--- src/rtl/envelope_follower_if.sv ---
// rtl/envelope_follower_if.sv - sample-in / envelope-out bundle for envelope_follower
//
// Purpose: groups the sample strobe input and the registered envelope
// results into one bundle.
//   sample_in  signed 16-bit sample, valid while in_ready=1
//   in_ready   one-cycle sample strobe (may repeat on consecutive cycles)
//   envelope   unsigned envelope level 0..32767
//   env_valid  one-cycle pulse: outputs updated
//   gate       note-active flag with hysteresis
//   phase      0 IDLE, 1 ATTACK, 2 HOLD, 3 RELEASE
//   note_len   gate-high sample count of the last completed note
//   note_done  one-cycle pulse on gate fall
// master = sample source / result consumer, slave = envelope_follower.
`timescale 1ns/1ps
interface envelope_follower_if;
  logic signed [15:0] sample_in;
  logic               in_ready;
  logic        [15:0] envelope;
  logic               env_valid;
  logic               gate;
  logic         [1:0] phase;
  logic        [15:0] note_len;
  logic               note_done;

  modport master (
    output sample_in, in_ready,
    input  envelope, env_valid, gate, phase, note_len, note_done
  );

  modport slave (
    input  sample_in, in_ready,
    output envelope, env_valid, gate, phase, note_len, note_done
  );
endinterface

--- src/rtl/envelope_follower.sv ---
// rtl/envelope_follower.sv - amplitude envelope follower with gate, phase and note length
//
// Purpose: tracks the amplitude envelope of a signed 16-bit sample stream.
// Fast attack toward |sample|, hold after the last peak, then exponential
// release. A hysteresis gate marks notes, and the length of each finished
// note is reported.
// Ports:
//   clk    system clock
//   reset  asynchronous reset, active-high
//   bus    envelope_follower_if.slave (sample strobe in, registered results out)
`timescale 1ns/1ps
module envelope_follower #(
  parameter int unsigned ATTACK_SHIFT  = 2,
  parameter int unsigned RELEASE_SHIFT = 4,
  parameter int unsigned HOLD_SAMPLES  = 480,
  parameter int unsigned GATE_ON       = 2048,
  parameter int unsigned GATE_OFF      = 1024
) (
  input  logic                 clk,
  input  logic                 reset,
  envelope_follower_if.slave   bus
);

  typedef enum logic [1:0] {
    PH_IDLE    = 2'd0,
    PH_ATTACK  = 2'd1,
    PH_HOLD    = 2'd2,
    PH_RELEASE = 2'd3
  } phase_e;

  localparam logic [15:0] HOLD_INIT = 16'(HOLD_SAMPLES);
  localparam logic [16:0] GATE_ON_V = 17'(GATE_ON);
  localparam logic [16:0] GATE_OFF_V = 17'(GATE_OFF);

  phase_e      phase_q, phase_d;
  logic [15:0] env_q, env_d;
  logic [15:0] hold_q, hold_d;
  logic        gate_q, gate_d;
  logic [15:0] cnt_q, cnt_d;
  logic [15:0] len_q, len_d;
  logic        valid_q, valid_d;
  logic        done_q, done_d;

  logic [15:0] neg;
  logic [16:0] mag;
  logic [16:0] env_ext;
  logic [16:0] diff;
  logic [16:0] rise_step;
  logic [16:0] fall_step;
  logic [16:0] env_next;

  // |sample|; -32768 has no positive 16-bit counterpart and clips to 32767.
  assign neg     = ~bus.sample_in + 16'd1;
  assign env_ext = {1'b0, env_q};

  always_comb begin
    mag = {1'b0, bus.sample_in};
    if (bus.sample_in == 16'sh8000) begin
      mag = 17'd32767;
    end else if (bus.sample_in[15]) begin
      mag = {1'b0, neg};
    end
  end

  // Step sizes never drop below 1 so the envelope always converges.
  always_comb begin
    diff      = mag - env_ext;
    rise_step = diff >> ATTACK_SHIFT;
    if (rise_step == 17'd0) rise_step = 17'd1;
    fall_step = env_ext >> RELEASE_SHIFT;
    if (fall_step == 17'd0) fall_step = 17'd1;
  end

  always_comb begin
    phase_d  = phase_q;
    env_d    = env_q;
    hold_d   = hold_q;
    gate_d   = gate_q;
    cnt_d    = cnt_q;
    len_d    = len_q;
    valid_d  = 1'b0;
    done_d   = 1'b0;
    env_next = env_ext;

    if (bus.in_ready) begin
      valid_d = 1'b1;

      if (mag > env_ext) begin
        env_next = env_ext + rise_step;
        if (env_next > mag) env_next = mag;
        hold_d  = HOLD_INIT;
        phase_d = PH_ATTACK;
      end else if (mag == env_ext) begin
        if (env_ext != 17'd0) begin
          hold_d  = HOLD_INIT;
          phase_d = PH_HOLD;
        end else begin
          phase_d = PH_IDLE;
        end
      end else if (hold_q != 16'd0) begin
        hold_d  = hold_q - 16'd1;
        phase_d = PH_HOLD;
      end else begin
        env_next = (env_ext > fall_step) ? (env_ext - fall_step) : 17'd0;
        phase_d  = (env_next == 17'd0) ? PH_IDLE : PH_RELEASE;
      end

      env_d = env_next[15:0];

      // Hysteresis on the freshly computed envelope.
      if (!gate_q && env_next >= GATE_ON_V) begin
        gate_d = 1'b1;
      end else if (gate_q && env_next < GATE_OFF_V) begin
        gate_d = 1'b0;
      end

      // The rising sample counts as 1; the falling sample is not counted.
      if (gate_d && !gate_q) begin
        cnt_d = 16'd1;
      end else if (gate_d && gate_q) begin
        if (cnt_q != 16'hFFFF) cnt_d = cnt_q + 16'd1;
      end else if (!gate_d && gate_q) begin
        len_d  = cnt_q;
        done_d = 1'b1;
      end
    end
  end

  always_ff @(posedge clk or posedge reset) begin
    if (reset) begin
      phase_q <= PH_IDLE;
      env_q   <= 16'd0;
      hold_q  <= 16'd0;
      gate_q  <= 1'b0;
      cnt_q   <= 16'd0;
      len_q   <= 16'd0;
      valid_q <= 1'b0;
      done_q  <= 1'b0;
    end else begin
      phase_q <= phase_d;
      env_q   <= env_d;
      hold_q  <= hold_d;
      gate_q  <= gate_d;
      cnt_q   <= cnt_d;
      len_q   <= len_d;
      valid_q <= valid_d;
      done_q  <= done_d;
    end
  end

  assign bus.envelope  = env_q;
  assign bus.env_valid = valid_q;
  assign bus.gate      = gate_q;
  assign bus.phase     = phase_q;
  assign bus.note_len  = len_q;
  assign bus.note_done = done_q;

endmodule

--- src/flat_wrapper.sv ---
// flat-port wrapper written by rule: the top's interface ports become plain ports
module envelope_follower_flat 
#(
  parameter int unsigned ATTACK_SHIFT  = 2,
  parameter int unsigned RELEASE_SHIFT = 4,
  parameter int unsigned HOLD_SAMPLES  = 480,
  parameter int unsigned GATE_ON       = 2048,
  parameter int unsigned GATE_OFF      = 1024
)
  (clk, reset, bus_sample_in, bus_in_ready, bus_envelope, bus_env_valid, bus_gate, bus_phase, bus_note_len, bus_note_done);
  envelope_follower_if bus_i ();
  input  logic clk;
  input  logic reset;
  input wire logic [$bits(bus_i.sample_in)-1:0] bus_sample_in;
  input wire logic [$bits(bus_i.in_ready)-1:0] bus_in_ready;
  output wire logic [$bits(bus_i.envelope)-1:0] bus_envelope;
  output wire logic [$bits(bus_i.env_valid)-1:0] bus_env_valid;
  output wire logic [$bits(bus_i.gate)-1:0] bus_gate;
  output wire logic [$bits(bus_i.phase)-1:0] bus_phase;
  output wire logic [$bits(bus_i.note_len)-1:0] bus_note_len;
  output wire logic [$bits(bus_i.note_done)-1:0] bus_note_done;
  assign bus_i.sample_in = bus_sample_in;
  assign bus_i.in_ready = bus_in_ready;
  assign bus_envelope = bus_i.envelope;
  assign bus_env_valid = bus_i.env_valid;
  assign bus_gate = bus_i.gate;
  assign bus_phase = bus_i.phase;
  assign bus_note_len = bus_i.note_len;
  assign bus_note_done = bus_i.note_done;
  envelope_follower #(.ATTACK_SHIFT(ATTACK_SHIFT), .RELEASE_SHIFT(RELEASE_SHIFT), .HOLD_SAMPLES(HOLD_SAMPLES), .GATE_ON(GATE_ON), .GATE_OFF(GATE_OFF)) u_core (.clk(clk), .reset(reset), .bus(bus_i));
endmodule
--- config.mk ---
export PLATFORM = sky130hd
export DESIGN_NAME = envelope_follower_flat
export DESIGN_NICKNAME = d
export VERILOG_FILES = /design/src/rtl/envelope_follower_if.sv /design/src/rtl/envelope_follower.sv /design/src/flat_wrapper.sv
export SDC_FILE = /design/constraint.sdc
export NUM_CORES = 1
export LEC_CHECK = 0
export ABC_AREA = 1
export CORE_ASPECT_RATIO = 0.8
export CORE_MARGIN = 3
export CORE_UTILIZATION = 46
export DETAILED_ROUTE_END_ITERATION = 12
export HOLD_SLACK_MARGIN = 0.06
export PLACE_DENSITY_LB_ADDON = 0.15
export SYNTH_ARGS = -nofsm -noshare
export SYNTH_HDL_FRONTEND = slang
export SYNTH_SLANG_ARGS = --single-unit
--- constraint.sdc ---
create_clock -name clk -period 14.9 [get_ports clk]
set_input_delay 2.98 -clock clk [delete_from_list [all_inputs] [get_ports clk]]
set_output_delay 2.98 -clock clk [all_outputs]
set_load 0.02 [all_outputs]
# Word level (Yosys, flattened, before mapping)
# Index checks and enable logic that the tools add are counted.
[totals]
rom_bits = 0
ff_bits = 69
elab_cells = 74
input_bits = 19
latch_bits = 0
out_inout_bits = 37
mem_count = 0
ram_bits = 0
[op_classes]
n_eq_ne = 4
bitwise = 3
n_shift = 0
n_mul = 0
muxes = 30
n_addsub = 6
n_reduce_logical = 18
n_lt_le_gt_ge = 5
n_div = 0
[op_table]
columns = ["operator", "n"]
rows = [
  ["$mux 16", 9],
  ["$mux 17", 6],
  ["$logic_not 17->1", 3],
  ["$add 16x1->16 const B", 2],
  ["$add 16x15->17", 1],
  ["$eq 17x16->1", 1],
  ["$ge 17x12->1 const B", 1],
  ["$gt 17x16->1", 1],
  ["$gt 17x17->1", 1],
  ["$lt 17x11->1 const B", 1],
  ["$reduce_bool 17->1", 1],
  ["$sub 16x12->17", 1],
  ["$sub 16x16->17", 1],
  ["$eq 16x16->1 const B", 1],
  ["$gt 16x12->1", 1],
  ["$ne 16x16->1 const B", 1],
  ["$not 16->16", 1],
  ["$reduce_bool 16->1", 1],
  ["$sub 16x1->16 const B", 1],
  ["$mux 15", 1],
  ["$mux 12", 1],
  ["$mux 2", 5],
  ["$mux 1", 8],
  ["$reduce_and 3->1", 2],
  ["7 further kinds", 14],
]

# Depth between registers and ports, before layout
[depth]
depth_word = 23
depth_mapped = 58

# Least setup slack after synthesis
# Ideal clock, no wire load.
[synth_timing]
path_kind = "in2reg"
startpoint = "in bus_sample_in[1]"
endpoint = "reg u_core.cnt_q[10]"
setup_time_ps = 119
n_path_buf = 2
arrival_time_ps = 8872
path_stages = 50
setup_slack_ps = 5909
path_cell_list = "inv_1 > ha_1 > nand3_1 > nor3_1 > inv_1 > nor3_1 > nand2_1 > buf_4 > inv_1 > nor2_1 > inv_1 > ha_1 > inv_1 > o21bai_4 > nand2_1 > nand2_1 > a21o_2 > nand2_1 > (+14 left out) > nand2_1 > nand2_1 > a21boi_1 > o21ai_0 > xor2_1 > ha_1 > nand4_1 > nor4_1 > nand3_2 > nand2_2 > nand2_1 > nand3_1 > nand2_1 > nor2_2 > nand2_2 > nand3_4 > buf_6 > o21ai_2"
[synth_between]
elab_chain_cells = 20
[synth_lines]
columns = ["element", "line_no", "text"]
rows = [
  ["start: declaration", "flat_wrapper.sv:14", "input wire logic [$bits(bus_i.sample_in)-1:0] bus_sample_in;"],
  ["$not 16->16", "envelope_follower.sv:53", "assign neg = ~bus.sample_in + 16'd1;"],
  ["$add 16x1->16", "envelope_follower.sv:53", ""],
  ["$mux 16", "envelope_follower.sv:60", "end else if (bus.sample_in[15]) begin"],
  ["$mux 16 (*)", "envelope_follower.sv:58", "if (bus.sample_in == 16'sh8000) begin"],
  ["$sub 16x16->17", "envelope_follower.sv:67", "diff = mag - env_ext;"],
  ["$logic_not 17->1", "envelope_follower.sv:69", "if (rise_step == 17'd0) rise_step = 17'd1;"],
  ["$mux 15", "envelope_follower.sv:69", ""],
  ["$add 16x15->17", "envelope_follower.sv:89", "env_next = env_ext + rise_step;"],
  ["(+4 left out)", "-", ""],
  ["$lt 17x11->1", "envelope_follower.sv:113", "end else if (gate_q && env_next < GATE_OFF_V) begin"],
  ["$logic_and 1x1->1", "envelope_follower.sv:113", ""],
  ["$mux 1", "envelope_follower.sv:113", ""],
  ["$mux 1 (*)", "envelope_follower.sv:111", "if (!gate_q && env_next >= GATE_ON_V) begin"],
  ["$mux 1 (*)", "envelope_follower.sv:85", "if (bus.in_ready) begin"],
  ["$logic_and 1x1->1, on equally long branches", "envelope_follower.sv:120, envelope_follower.sv:118", ""],
  ["$reduce_bool 2->1 (no source line)", "-", ""],
  ["$reduce_and 3->1 (no source line)", "-", ""],
  ["end signal: assignment", "envelope_follower.sv:144", "cnt_q <= cnt_d;"],
  ["end: declaration", "envelope_follower.sv:39", "logic [15:0] cnt_q, cnt_d;"],
]
# Mark *: on every way between the ends. The rest lies on a longest branch, timed or not. The select of a mux whose other input is x is not followed.
# A chain may end at the register's enable or synchronous reset.

# Final worst setup path
[layout_timing]
startpoint = "in bus_sample_in[0]"
endpoint = "reg u_core.cnt_q[8]"
# Same word-level chain as after synthesis.

==> summary.md <==
| Metric | Value |
|---|---|
| Placed Cells | `1,331` |
| GPL Wtd Cong | `0.946` |
| Startpoint types | `input pin` |
| Die Span X | `147 um` |
| Met1 usage | `0.376` |
| Post-synthesis async set-or-reset flop share | `1.00` |
| PortBufs | `55` |
| Initial antenna violation count | `0` |
| Synth top area cells | `dfrtp_1, nand2_1, ha_1` |
| Syn. warnings | `0` |
| Routed vias | `7,207` |
| Total GRT Usage | `0.234` |
| Grt met3 use | `0.0349` |
| Final slew viol count | `0` |
| Crit path max-delay family | `simple AND/OR/NAND/NOR gates` |
| Crit path capture type | `flip-flop` |
| Cts repair resizes | `0` |
| Synth Flop Type | `dfrtp_1` |
| Post-Syn Area | `0.00728 mm^2` |
| Max transition margin | `0.396` |
| Worst-case clock buffer depth | `2` |
| Final hold vios | `0` |
| Post-synth net total | `1,169` |
| Area growth, synth to finish | `14.0%` |
| Count leader, synth | `nand2_1` |
| Maximum clock rate | `93.2 MHz` |
| # DRC | `0` |
| DR iter-0 viols | `638` |
| Remaining antenna violation count | `0` |
| Cells after synthesis | `1,086` |
| Clk slew on worst S/H paths | `0.06 ns` |
| First drt pass iteration count | `5` |
| Max stage delay on crit path | `0.51 ns` |
| Post-synth top area cell | `dfrtp_1` |
| Fin cells | `1,347` |
| I/O pin count | `56` |
| Later-pin clock latency in the skew report | `0.35 ns` |
| Fraction of layout cells with a size suffix above 1 | `0.0800` |
| Setup bufs post-CTS | `0` |
| Die area | `0.0174 mm^2` |
| Top cell type's share of synthesized area | `0.237` |
| Worst slack, placed | `3.88 ns` |
| Detailed Route WL | `20,400 um` |
| CTS Buf Count | `9` |
| Number of global-route vias before repair | `6,432` |
| Crit path buf inv count | `6` |
| DR vias/cell | `5.35` |
| Die span in y | `118 um` |
| Clk_skew | `0.0107 ns` |
| Grt ovf | `0` |
| Final setup viols | `0` |
| EDFF count, synth | `0` |
| Worst-Margin Slew | `0.906 ns` |
| Antenna cell count | `0` |
| Part of the cycle the worst path needs | `0.720` |
| Crit path max fanout | `32` |
| First-pass GRT wire length | `33,100 um` |
| Crit path arrival time | `10.95 ns` |
| Nets | `1,215` |
| CTS tree | `done` |
| Largest net degree at the start of global routing | `70` |
| # rows | `40` |
| Crit-path slowest cell | `clkdlybuf4s50_1` |
| Min Clock Period, post-route | `10.73 ns` |
| R2R setup slack | `7.86 ns` |
| TritonCTS Sinks | `69` |
| CP dominant cell by count | `nand2_1` |
| Worst hold-check path type | `flip-flop to flip-flop` |
| WL/cell | `15.2 um` |
| H-tree depth | `3` |
| Critical Setup Path Class | `input pin to flip-flop` |
| Number of library cell types mapped by synthesis | `58` |
| Seq/Total Area, Yosys | `0.237` |
| CTS root buf | `clkbuf_16` |
| Core area | `0.0153 mm^2` |
| Hold buffer count at CTS | `0` |
| Final worst slack | `4.17 ns` |
| Required @ worst endpoint | `15.12 ns` |
| Gr busiest metal | `met1` |
| Top cells by count, synth | `nand2_1, inv_1, nor2_1` |
| M2 GR Usage | `0.324` |
| #FFs+latches synth | `69` |
| Util after Layout | `0.543` |
| RSZ-0062 raised after global routing | `false` |
| Initial Util | `0.477` |
| Setup TNS | `0 ns` |
| Detail Placement HPWL | `16,100 um` |
| Post-Syn Area per Cell | `6.70 um^2` |
| Status | `finished, final reports clean` |
| Max_cap viols | `0` |
[worst min-delay path: cells and delay by family, from the launching register on]
| family | cells | cell delay [ns] |
|---|---|---|
| flops | 1 | 0.34 |
| simple gates | 2 | 0.10 |
[cell type report]
type	instances	area, um^2
Sequential cell	69	1730
Multi-Input combinational cell	849	4850
Tap cell	210	263
Inverter	145	547
Fill cell	1558	6970
Clock buffer	9	225
Timing Repair Buffer	58	573
Clock inverter	7	105
[per-stage QoR]
stage,hold slack [ns],cell area (um^2)
5_1_grt,0.495,8290
6_report,0.477,8290
4_1_cts,0.481,8290
3_3_place_gp,0.467,7960
2_1_floorplan,0.469,7280
3_5_place_dp,0.464,7960
[final timing paths]
kind                                   startpoint                     end  cells past startpoint
setup / recovery                 bus_sample_in[0]         u_core.cnt_q[8]                     51
hold / removal             u_core.bus.note_len[2]  u_core.bus.note_len[2]                      2
setup reg to reg           u_core.bus.envelope[1]         u_core.cnt_q[8]                     41
hold reg to reg            u_core.bus.note_len[2]  u_core.bus.note_len[2]                      2
max in group asynchronous                   reset        u_core.cnt_q[13]                      3
min in group asynchronous                   reset        u_core.hold_q[4]                      3
[sequential cells by signal, summed over array words and instances, names as in the netlist]
name and count:
u_core.bus.envelope 16, u_core.bus.note_len 16, u_core.cnt_q 16, u_core.hold_q 16, u_core.bus.phase 2, u_core.bus.env_valid 1, u_core.bus.gate 1, u_core.bus.note_done 1
[cell families after synthesis]
| family | Yosys count | share of synthesized area |
|---|---|---|
| simple gates | 550 | 0.342 |
| compound gates | 186 | 0.154 |
| xor+xnor | 49 | 0.0590 |
| buf+inv | 168 | 0.0956 |
| fa+ha+maj | 64 | 0.112 |
| flops | 69 | 0.237 |
[per-layer routing]
layer	part of all wire	wire length, um
met1	0.52	10700
met2	0.39	8000
met3	0.075	1540
met4	0.0094	192
met5	0	0
[cell usage in the layout, fill, tap and decap left out, types with 3 or more instances in the layout]
| master | count |
|---|---|
| a21o_1 | 5 |
| a21oi_1 | 58 |
| buf_4 | 3 |
| clkbuf_16 | 9 |
| clkdlybuf4s50_1 | 55 |
| dfrtp_1 | 69 |
| ha_1 | 62 |
| inv_1 | 131 |
| inv_2 | 12 |
| inv_6 | 3 |
| nand2_1 | 290 |
| nand2_2 | 11 |
| nand3_1 | 67 |
| nand3_2 | 6 |
| nand3b_1 | 6 |
| nand4_1 | 19 |
| nor2_1 | 95 |
| nor2_2 | 5 |
| nor3_1 | 18 |
| nor3_2 | 4 |
| nor3b_1 | 5 |
| nor4_1 | 7 |
| o211ai_1 | 20 |
| o21ai_0 | 65 |
| o21ai_1 | 11 |
| o21ai_2 | 10 |
| or2_2 | 4 |
| xnor2_1 | 11 |
| xor2_1 | 38 |
Power is left out: the tool's default activity adds up to more than one toggle a clock period on the data nets, which glitch-free logic cannot reach.
==> edit 1: new RTL, same flow settings <==
`HOLD_SAMPLES` is set to 480 in 2 places; all go to 240.
--- a/src/rtl/envelope_follower.sv
+++ b/src/rtl/envelope_follower.sv
@@ -14,3 +14,3 @@
   parameter int unsigned RELEASE_SHIFT = 4,
-  parameter int unsigned HOLD_SAMPLES  = 480,
+  parameter int unsigned HOLD_SAMPLES  = 240,
   parameter int unsigned GATE_ON       = 2048,
--- a/src/flat_wrapper.sv
+++ b/src/flat_wrapper.sv
@@ -5,3 +5,3 @@
   parameter int unsigned RELEASE_SHIFT = 4,
-  parameter int unsigned HOLD_SAMPLES  = 480,
+  parameter int unsigned HOLD_SAMPLES  = 240,
   parameter int unsigned GATE_ON       = 2048,
Check against the original RTL: not settled (the Yosys comparison gave no result); the edit may change what the design does.
==> edit 1 against the original RTL <==
Design area fell by 0.60%. Worst setup slack better by 270 ps. Synthesized cell count fell by 1.1%. Area after synthesis is 0.58% lower. Global-route usage fell by 0.21 points. Routed wire length shrank 3.0%. Sequential cell count stayed put. Largest cell class unchanged. Highest routed layer unchanged.
Power is left out: the tool's default activity adds up to more than one toggle a clock period on the data nets, which glitch-free logic cannot reach.
==> edit 1: results (changes against the original RTL) <==
r2r_slack_ps: 8090  # was 7860 ps
grt_pass1_wl_um: 33100  # about the same
n_antenna_cell: 0  # unchanged
dr.first_iter.drc_count: 554  # was 638
seq_area_frac_synth_pct: 23.9  # was 23.7%
ctsResizeCount: 0  # unchanged
async_reset_ff_share_pct: 100  # unchanged
drive_gt1_share_pct: 7.65  # was 8.00%
tightest_slew_ps: 924  # was 906 ps
synth_edf_count: 0  # unchanged
cp_slowest_cell: "clkdlybuf4s50_1"  # unchanged
yosysWarningCount: 0  # unchanged
synth_flop_cell: "dfrtp_1"  # unchanged
fmax_mhz: 95.6  # was 93.2 MHz
htreeDepth: 3  # unchanged
dr.pass1.iters: 7  # was 5
ys_top_cells_by_count: "289 x nand2_1, 126 x inv_1, 93 x nor2_1"  # was 290 x nand2_1, 132 x inv_1, 95 x nor2_1
cp_max_fo: 32  # unchanged
skew_ps: 7.07  # was 10.7 ps
nets: 1202  # was 1215
vias_per_cell: 5.36  # was 5.35
antenna_found_initial: 0  # unchanged
grt_use_total_pct: 23.1  # was 23.4%
yosys-top-cells-area: "dfrtp_1 24%, nand2_1 15%, ha_1 11%, inv_1 6.5%, nand3_1 5.3%"  # was dfrtp_1 24%, nand2_1 15%, ha_1 11%, inv_1 6.8%, nor2_1 4.9%
status: "complete, no violations"  # unchanged
crit_family: "simple AND/OR/NAND/NOR gates"  # unchanged
min_path_type: "reg -> reg"  # unchanged
dp_hpwl_um: 15600  # was 16100 um
dpl_worst_slack_ps: 4130  # was 3880 ps
clk_pin_slew_ps: 60  # about the same
gp_congestion: 0.909  # was 0.946
clkLatencyLatePin_ps: 340
port_buffers: 55  # unchanged
wire_per_inst_um: 14.9  # was 15.2 um
cts_buffers: 9  # unchanged
grt_pass1_vias: 6570  # was 6432
postCtsHoldBufs: 0  # unchanged
cts.path.max_buffers: 2  # unchanged
synth_cell_types: 53  # was 58
grt_max_degree: 70  # unchanged
cpPeakStageDelay_ps: 760  # was 510 ps
cts-root-buf: "clkbuf_16"  # unchanged
post_cts_buffers: 0  # unchanged
-- edit 1: through the flow --
step / hold WS [ps] / area, um2 / util [%] / std cells
after floorplan: 467 / 7230 / - / 1074
after global placement: 464 / 7920 / 52.1 / 1318
after detailed placement: 467 / 7920 / 52.1 / 1318
after CTS: 485 / 8240 / 54.2 / 1334
after global routing: 508 / 8240 / 54.2 / 1334
final: 483 / 8240 / 54.2 / 1334
-- edit 1: per-layer routing --
layer | wire length, um | GRT usage (%)
met1 | 10300 | 35.8
met2 | 7850 | 33.0
met3 | 1430 | 5.14
met4 | 229 | 4.29
met5 | 0 | 0
-- edit 1: layout make-up --
type                            count  area [um2]
Clock buffer                       10         229
Tap cell                          210         263
Timing Repair Buffer               57         566
Fill cell                        1565        6970
Sequential cell                    69        1730
Multi-Input combinational cell    849        4860
Inverter                          133         505
Clock inverter                      6        93.8
-- edit 1: kinds of logic after synthesis --
| kind of cell | after synthesis | synth area share (%) |
|---|---|---|
| buf+inv | 156 | 8.94 |
| compound gates | 182 | 15.3 |
| fa+ha+maj | 64 | 11.3 |
| simple gates | 554 | 34.6 |
| xor+xnor | 49 | 5.93 |
| flops | 69 | 23.9 |
-- edit 1: worst reg2reg max path, delay by kind of cell, from the launching register on --
kind                     cells  cell delay [ps]
AO/OA/AOI/OAI                6              860
XOR/XNOR                     2              360
adder cells (fa/ha/maj)      4             1280
buffers and inverters        2              230
flip-flops                   1              610
AND/OR/NAND/NOR             27             3340
-- edit 1: path summary, 6_finish.rpt --
kind,cells past startpoint,end,from
max,47,u_core.cnt_q[4]$_DFFE_PP0P_,bus_sample_in[15]
min,2,u_core.bus.note_len[14]$_DFFE_PP0P_,u_core.bus.note_len[14]$_DFFE_PP0P_
max reg2reg,41,u_core.cnt_q[4]$_DFFE_PP0P_,u_core.bus.envelope[1]$_DFFE_PP0P_
min in group asynchronous,3,u_core.hold_q[14]$_DFFE_PP0P_,reset
max in group asynchronous,3,u_core.bus.note_len[1]$_DFFE_PP0P_,reset
min reg2reg,2,u_core.bus.note_len[14]$_DFFE_PP0P_,u_core.bus.note_len[14]$_DFFE_PP0P_
==> edit 2: new RTL, config.mk and constraints unchanged <==
Made on the original files. Make the reset (`reset`) synchronous in one clocked block. Comments in the files are not updated.
--- a/src/rtl/envelope_follower.sv
+++ b/src/rtl/envelope_follower.sv
@@ -128,3 +128,3 @@
 
-  always_ff @(posedge clk or posedge reset) begin
+  always_ff @(posedge clk) begin
     if (reset) begin
Function: changed (Yosys sat finds a counterexample within 4 cycles, from zero or initial values and one cycle with reset high; the reset may be asserted at any time).
==> edit 2 against the original RTL <==
Routed wire length up 8.2%. Clock skew down 1.1 ps. Synthesized cell count up 7.6%. Worst setup slack worse by 210 ps. Largest cell class unchanged. Final cell count up 5.8%. Area after synthesis down 0.43%. Sequential cell count unchanged. Design area down 0.94%. Highest routed layer unchanged. Die area down 0.41%.
Power is not shown: default switching activity piles up to over one toggle a cycle in this logic, so the estimate is an artifact.
==> edit 2: results (changes against the original RTL) <==
port_buffers: 55  # unchanged
min_path_type: "reg -> reg"  # unchanged
dr.first_iter.drc_count: 831  # was 638
min_path_cells: 2  # unchanged
post_cts_buffers: 0  # unchanged
worstPathArrival_ps: 11220  # was 10950 ps
grt_pass1_vias: 6921  # was 6432
vias: 7647  # was 7207
clk_pin_slew_ps: 60  # about the same
avgSynthCellArea_um2: 6.20  # was 6.70 um2
fmax_mhz: 91.4  # was 93.2 MHz
ctsResizeCount: 0  # unchanged
yosysWarningCount: 0  # unchanged
dr.pass1.iters: 6  # was 5
cts_buffers: 9  # unchanged
nets: 1294  # was 1215
cts.path.max_buffers: 2  # unchanged
wl_met3_um: 2130  # was 1540 um
placed_cells: 1410  # was 1331
cpPeakStageDelay_ps: 790  # was 510 ps
clkLatencyLatePin_ps: 340
antenna_found_initial: 0  # unchanged
synth_compound_area_share_pct: 16.7  # was 15.4%
synth_mux_area_share_pct: 0  # unchanged
startpoint_type: "input pin"  # unchanged
met2_length_um: 8600  # was 8000 um
skew_ps: 9.53  # was 10.7 ps
htreeDepth: 3  # unchanged
yosys.area_share.adder_pct: 11.3  # was 11.2%
status: "complete, no violations"  # unchanged
cp_slowest_cell: "clkdlybuf4s50_1"  # unchanged
grt_use_met2_pct: 35.4  # was 32.4%
fillers: 1600  # was 1558
n_antenna_cell: 0  # unchanged
gp_congestion: 0.987  # was 0.946
grt_max_degree: 42  # was 70
dp_hpwl_um: 17500  # was 16100 um
yosys-top-cells-area: "dfxtp_1 19%, nand2_1 13%, ha_1 11%, inv_1 8.8%, a21oi_1 7.6%"  # was dfrtp_1 24%, nand2_1 15%, ha_1 11%, inv_1 6.8%, nor2_1 4.9%
cts-root-buf: "clkbuf_16"  # unchanged
drt_wl_total_um: 22100  # was 20400 um
use_met1_pct: 40.4  # was 37.6%
cp_max_fo: 23  # was 32
dpl_worst_slack_ps: 3780  # was 3880 ps
grtUsageMet3_pct: 4.79  # was 3.49%
worstRegToRegCells: 45  # was 41
drive_gt1_share_pct: 6.58  # was 8.00%
slew-limit-headroom_pct: 45.8  # was 39.6%
grt_pass1_wl_um: 36200  # was 33100 um
async_reset_ff_share_pct: 0  # was 100%
synth_flop_cell: "dfxtp_1"  # was dfrtp_1
synthXorXnorAreaFrac_pct: 6.65  # was 5.90%
routed.top_layer: "met4"  # unchanged
seq_area_frac_synth_pct: 19.1  # was 23.7%
wl_met1_um: 11000  # was 10700 um
synth_cell_types: 52  # was 58
wire_per_inst_um: 15.5  # was 15.2 um
grt_use_total_pct: 25.5  # was 23.4%
ys_top_cells_by_count: "242 x nand2_1, 169 x inv_1, 129 x nor2_1"  # was 290 x nand2_1, 132 x inv_1, 95 x nor2_1
## edit 2: cell types whose count changed in the layout (fill, tap and decap cells not counted), sizes merged, moves of 5 or more
cell    change
inv        +31
o21ai      -11
dfxtp      +69
nand2      -48
nand4       +9
nor2       +43
o22ai       +5
dfrtp      -69
a21oi      +52
xor2        +5
o211ai     -19
## edit 2: path summary, 6_finish.rpt
path,startpoint,endpoint,slack (ps)
setup reg to reg,u_core.bus.envelope[1]$_SDFFE_PP0P_,u_core.bus.note_len[0]$_SDFFE_PP0P_,7480
hold reg to reg,u_core.bus.note_len[8]$_SDFFE_PP0P_,u_core.bus.note_len[8]$_SDFFE_PP0P_,460
hold / removal,u_core.bus.note_len[8]$_SDFFE_PP0P_,u_core.bus.note_len[8]$_SDFFE_PP0P_,460
setup / recovery,bus_sample_in[15],u_core.bus.note_len[0]$_SDFFE_PP0P_,3960
## edit 2: cell type report
cell class	count	area (um2)	share of cell area [%]
Clock buffer	10	229	2.79
Inverter	179	672	8.18
Tap cell	210	263	3.20
Timing Repair Buffer	60	588	7.16
Clock inverter	5	37.5	0.457
Multi-Input combinational cell	892	5040	61.4
Sequential cell	69	1380	16.8
## edit 2: critical path, delay by kind of cell
family	cells	cell delay, ps
xor+xnor	2	600
compound gates	8	1430
fa+ha+maj	4	1200
simple gates	30	3430
buf+inv	9	1540
## edit 2: through the flow
step                hold WS, ps  cell area [um2]
floorplan                   450             7240
global placement            453             7950
detailed placement          453             7950
CTS                         463             8220
global route                479             8220
finish                      462             8220
## edit 2: cell families (layout without fill, tap and decap cells)
family / count (synthesis) / in the layout
buf+inv: 207 / 254
compound gates: 221 / 221
simple gates: 552 / 552
xor+xnor: 55 / 55
fa+ha+maj: 64 / 64
flops: 69 / 69
